<file path="config.mk">
export PLATFORM = sky130hd
export DESIGN_NAME = serial_adder_n
export DESIGN_NICKNAME = d
export VERILOG_FILES = /design/src/rtl/serial_adder_n.sv
export SDC_FILE = /design/constraint.sdc
export NUM_CORES = 1
export LEC_CHECK = 0
export CORE_ASPECT_RATIO = 1.5
export CORE_MARGIN = 5
export CORE_UTILIZATION = 53
export CTS_BUF_LIST = sky130_fd_sc_hd__clkbuf_4 sky130_fd_sc_hd__clkbuf_8
export DETAILED_ROUTE_END_ITERATION = 16
export HOLD_SLACK_MARGIN = 0.15
export PLACE_DENSITY = 0.81
export REMOVE_ABC_BUFFERS = 1
export SLEW_MARGIN = 20
export SYNTH_ARGS = -nofsm -noshare
export SYNTH_HDL_FRONTEND = slang
export SYNTH_SLANG_ARGS = --single-unit
export TNS_END_PERCENT = 50
</file>
<file path="constraint.sdc">
create_clock -name clk -period 2 [get_ports clk]
set_input_delay 0.2 -clock clk [delete_from_list [all_inputs] [get_ports clk]]
set_output_delay 0.2 -clock clk [all_outputs]
set_load 0.02 [all_outputs]
</file>
<file path="src/rtl/serial_adder_n.sv">
// Bit-serial WIDTH-bit adder: one full-adder slice and a carry flop, one bit per clock, LSB first.
// Optional signed-overflow output enabled by defining SERIAL_ADDER_OVF_EN.
module serial_adder_n #(
    parameter int WIDTH = 8
) (
    input  logic             clk,
    input  logic             rst,
    input  logic             start,
    input  logic [WIDTH-1:0] a,
    input  logic [WIDTH-1:0] b,
    input  logic             c_in,
    output logic             busy,
    output logic             done,
    output logic [WIDTH-1:0] sum,
    output logic             c_out
`ifdef SERIAL_ADDER_OVF_EN
    ,
    output logic             ovf
`endif
);

    localparam int CNT_W = $clog2(WIDTH + 1);
    localparam logic [CNT_W-1:0] CNT_LAST = CNT_W'(WIDTH - 1);

    typedef enum logic [1:0] {
        S_IDLE  = 2'd0,
        S_SHIFT = 2'd1,
        S_DONE  = 2'd2
    } state_t;

    state_t             state_q, state_d;
    logic [WIDTH-1:0]   a_q, a_d;
    logic [WIDTH-1:0]   b_q, b_d;
    logic [WIDTH-1:0]   res_q, res_d;
    logic               carry_q, carry_d;
    logic [CNT_W-1:0]   cnt_q, cnt_d;
    logic               busy_q, busy_d;
    logic               done_q, done_d;
    logic [WIDTH-1:0]   sum_q, sum_d;
    logic               c_out_q, c_out_d;
`ifdef SERIAL_ADDER_OVF_EN
    logic               ovf_q, ovf_d;
`endif

    logic               s_bit;
    logic               carry_nxt;
    logic [WIDTH-1:0]   res_nxt;

    function automatic logic maj3(input logic x, input logic y, input logic z);
        return (x & y) | (x & z) | (y & z);
    endfunction

    always_comb begin
        s_bit     = a_q[0] ^ b_q[0] ^ carry_q;
        carry_nxt = maj3(a_q[0], b_q[0], carry_q);
        // New sum bit enters at the MSB so the LSB-first stream lands in place after WIDTH shifts.
        res_nxt   = (res_q >> 1) | (WIDTH'(s_bit) << (WIDTH - 1));

        state_d = state_q;
        a_d     = a_q;
        b_d     = b_q;
        res_d   = res_q;
        carry_d = carry_q;
        cnt_d   = cnt_q;
        busy_d  = busy_q;
        done_d  = 1'b0;
        sum_d   = sum_q;
        c_out_d = c_out_q;
`ifdef SERIAL_ADDER_OVF_EN
        ovf_d   = ovf_q;
`endif

        case (state_q)
            S_IDLE, S_DONE: begin
                if (start) begin
                    state_d = S_SHIFT;
                    a_d     = a;
                    b_d     = b;
                    res_d   = '0;
                    carry_d = c_in;
                    cnt_d   = '0;
                    busy_d  = 1'b1;
                end else begin
                    state_d = S_IDLE;
                    busy_d  = 1'b0;
                end
            end
            S_SHIFT: begin
                a_d     = a_q >> 1;
                b_d     = b_q >> 1;
                res_d   = res_nxt;
                carry_d = carry_nxt;
                cnt_d   = cnt_q + CNT_W'(1);
                if (cnt_q == CNT_LAST) begin
                    state_d = S_DONE;
                    busy_d  = 1'b0;
                    done_d  = 1'b1;
                    sum_d   = res_nxt;
                    c_out_d = carry_nxt;
`ifdef SERIAL_ADDER_OVF_EN
                    // On the last slice carry_q is the carry into the MSB.
                    ovf_d   = carry_q ^ carry_nxt;
`endif
                end
            end
            default: begin
                state_d = S_IDLE;
                busy_d  = 1'b0;
            end
        endcase
    end

    always_ff @(posedge clk) begin
        if (rst) begin
            state_q <= S_IDLE;
            a_q     <= '0;
            b_q     <= '0;
            res_q   <= '0;
            carry_q <= 1'b0;
            cnt_q   <= '0;
            busy_q  <= 1'b0;
            done_q  <= 1'b0;
            sum_q   <= '0;
            c_out_q <= 1'b0;
`ifdef SERIAL_ADDER_OVF_EN
            ovf_q   <= 1'b0;
`endif
        end else begin
            state_q <= state_d;
            a_q     <= a_d;
            b_q     <= b_d;
            res_q   <= res_d;
            carry_q <= carry_d;
            cnt_q   <= cnt_d;
            busy_q  <= busy_d;
            done_q  <= done_d;
            sum_q   <= sum_d;
            c_out_q <= c_out_d;
`ifdef SERIAL_ADDER_OVF_EN
            ovf_q   <= ovf_d;
`endif
        end
    end

    assign busy  = busy_q;
    assign done  = done_q;
    assign sum   = sum_q;
    assign c_out = c_out_q;
`ifdef SERIAL_ADDER_OVF_EN
    assign ovf   = ovf_q;
`endif

endmodule

</file>
==> metrics.md <==
| Metric | Value |
|---|---|
| Unrepaired setup endpoints after global routing | `false` |
| Vias in the first global route | `1,361` |
| Post-CTS Setup Inserts | `0` |
| Util after Layout | `0.6752` |
| CP top delay family | `buffers and inverters` |
| Min cycle time layout | `1.494 ns` |
| CP Data Required Time | `1.80 ns` |
| Core area | `3097 um^2` |
| Net Sw Power | `0.3943 mW` |
| WHS Endpoint | `b_q[7]$_SDFFE_PP0P_` |
| Diodes inserted | `0` |
| Hold_ws | `0.4524 ns` |
| Tot GR Track Use | `0.1696` |
| Clock Latency Late Sink | `0.29 ns` |
| CTS root buf | `clkbuf_8` |
| Reg power frac | `0.532` |
| Max-slew headroom | `0.6270` |
| Antenna-violating nets left | `0` |
| IO Pins | `31` |
| Critical path class | `flip-flop to output pin` |
| FF-to-FF path depth | `3` |
| Cells after Synth | `180` |
| CTS tree | `done` |
| Nets | `230` |
| Layout cell share with drive strength beyond 1 | `0.08612` |
| Sw Ratio | `0.2485` |
| # port buffers | `30` |
| DR vias/cell | `5.498` |
| Power share of the combinational group | `0.121` |
| DRT Wirelength | `3.457 mm` |
| Pre-CTS WS | `0.4030 ns` |
| Syn avg cell area | `9.308 um^2` |
| CP Buf/Inv Count | `1` |
| Synthesized area | `1675 um^2` |
| Int Power | `1.193 mW` |
| Setup-failing EPs final | `0` |
| Antenna violations before repair | `0` |
| CP max FO | `5` |
| Critical path arrival | `1.29 ns` |
| Worst slew pin tran | `0.5594 ns` |
| Crit path max-delay cell type | `clkdlybuf4s50_1` |
| Power per cell area | `759.0 nW/um^2` |
| Post_cts resized | `0` |
| Drt wl/cell | `13.88 um` |
| H-tree depth | `2` |
| CP Cell Sequence | `clkdlybuf4s50_1` |
| DP Wirelength | `2.387 mm` |
| Hold Crit Class | `input port to flip-flop` |
| Cts bufs inserted | `5` |
| GP Congestion | `0.7356` |
| Hold Startpoint | `b[7]` |
| Peak supply drop | `0.6729 mV` |
| Slew Viols, Final | `0` |
| CTS sink cnt | `40` |
| Yosys warns | `0` |
| Maxcap violations | `0` |
| Seq cells post-synth | `40` |
| Multi-input gate area | `782.0 um^2` |
| Initial Utilization | `0.5410` |
| First-pass GRT wire length | `5.940 mm` |
| FF/Latch Area | `800.8 um^2` |
| CP max stage delay | `0.62 ns` |
| Register area share after synthesis | `0.4780` |
| WHS Path Cells | `3` |
| Critical Path Start Type | `flip-flop` |
| Final period util | `0.7470` |
| Final setup margin | `0.5061 ns` |
| Die X | `55.91 um` |
| Clock transition at the registers of the reported paths | `0.08 ns` |
| Worst reg2reg startpoint | `state_q[1]$_SDFFE_PP0P_` |
| Clk pwr share | `0.347` |
| DRC | `0` |
| Worst Skew | `0.004948 ns` |
| Fin. Hold Viols | `0` |
| Status | `completed` |
| Area delta synth->final | `24.79%` |
| Hold Buf Count CTS | `0` |
| CTS max path bufs | `2` |
| Largest net degree at the start of global routing | `28` |
| Die area | `4409 um^2` |
| Die Height | `78.86 um` |
| Yosys cell types | `24` |
| Fmax | `669.4 MHz` |
| Nature of the critical path endpoint | `output pin` |
| Flop2flop setup slack | `0.53 ns` |
| Row count | `25` |
| R2r endpoint | `cnt_q[2]$_SDFFE_PP0P_` |
| P_leak | `0.7208 nW` |
| TritonRoute pass-1 iters | `4` |
| Gr ovfl total | `0` |
| Total number of vias | `1,369` |
| Initial DRC count | `68` |
| Total Negative Setup Slacks | `0 ns` |
| Layout fillers | `243` |
[worst max path at each step]
stage	startpoint	endpoint	slack [ns]	depth (start not counted)
final	busy$_SDFFE_PP0P_	busy	0.51	1
after global routing	state_q[1]$_SDFFE_PP0P_	b_q[2]$_SDFFE_PP0P_	0.42	4
after CTS	busy$_SDFFE_PP0P_	busy	0.49	1
after detailed placement	start	cnt_q[3]$_SDFFE_PP0P_	0.40	5
after global placement	start	cnt_q[3]$_SDFFE_PP0P_	0.44	5
after floorplan	busy$_SDFFE_PP0P_	cnt_q[2]$_SDFFE_PP0P_	0.26	3
[cell type report]
class | count | share of cell area
Sequential cell | 40 | 0.3830
Clock inverter | 2 | 0.004788
Multi-Input combinational cell | 124 | 0.3740
Clock buffer | 6 | 0.03950
Timing Repair Buffer | 37 | 0.1747
Tap cell | 40 | 0.02394
[routing by layer]
metal	vias to the layer above	part of all wire	global-route usage
met4	0	0.020	0.07126
met3	9	0.052	0.05528
met5	-	0	0
li1	687	-	-
met2	36	0.53	0.3116
met1	637	0.40	0.1746
[cells in the mapped netlist (all sizes together)]
master / count / area share
a211oi: 1 / 0.0075
a21oi: 28 / 0.084
a22oi: 15 / 0.067
and2b: 1 / 0.0045
buf: 11 / 0.044
clkbuf: 5 / 0.011
dfxtp: 40 / 0.48
fa: 1 / 0.012
ha: 1 / 0.0075
mux2: 2 / 0.013
mux2i: 9 / 0.054
nand2: 10 / 0.022
nand2b: 21 / 0.078
nand3: 26 / 0.078
nand3b: 1 / 0.0045
nand4: 1 / 0.0037
nor2: 3 / 0.016
nor2b: 1 / 0.0037
nor3: 2 / 0.0060
nor3b: 1 / 0.0045
[cell families (layout without fill, tap and decap cells)]
logic type	Yosys count	after routing	share of synthesized area
AND/OR/NAND/NOR	67	67	0.2218
AO/OA/AOI/OAI	44	44	0.1583
flip-flops	40	40	0.4780
buffers and inverters	16	45	0.05527
multiplexers	11	11	0.06722
adder cells (fa/ha/maj)	2	2	0.01942
[cell usage in the layout, fill, tap and decap left out]
cell             instances
nand2b_1                21
nor2_1                   2
a211oi_2                 1
clkdlybuf4s50_1         30
mux2_2                   1
fa_1                     1
nand3b_1                 1
nor3b_1                  1
clkinv_2                 2
dfxtp_1                 40
nand2_1                 10
nand3_1                 26
buf_12                   1
mux2_1                   1
clkbuf_8                 6
and2b_1                  1
a21oi_1                 28
mux2i_1                  9
nor2b_1                  1
nand4_1                  1
a22oi_1                 15
nor3_1                   2
buf_4                    6
ha_1                     1
nor2_8                   1
[worst min-delay path, stage by stage]
cell             delay [ns]
clkdlybuf4s50_1        0.39
nand2_1                0.06
a21oi_1                0.05
[stage by stage]
stage | instances | area [um^2] | total power, mW
detailed placement | 241 | 1998 | 1.052
floorplan | 164 | 1583 | 0.9530
CTS | 249 | 2091 | 1.602
global route | 249 | 2091 | 1.655
finish | 249 | 2091 | 1.587
global placement | 241 | 1998 | 1.042
[flip-flops by register name, indices dropped and copies added (netlist names)]
register / count
state_q: 1
carry_q: 1
res_q: 7
cnt_q: 4
done: 1
c_out: 1
busy: 1
b_q: 8
a_q: 8
sum: 8
[power groups by stage]
stage / sequential, mW / clock, mW / combinational, mW
floorplan: 0.860 / 0 / 0.0935
global placement: 0.859 / 0 / 0.182
detailed placement: 0.862 / 0 / 0.190
CTS: 0.844 / 0.566 / 0.192
global route: 0.847 / 0.597 / 0.211
finish: 0.844 / 0.551 / 0.192
No activity file was read; power rests on OpenSTA's default activity.
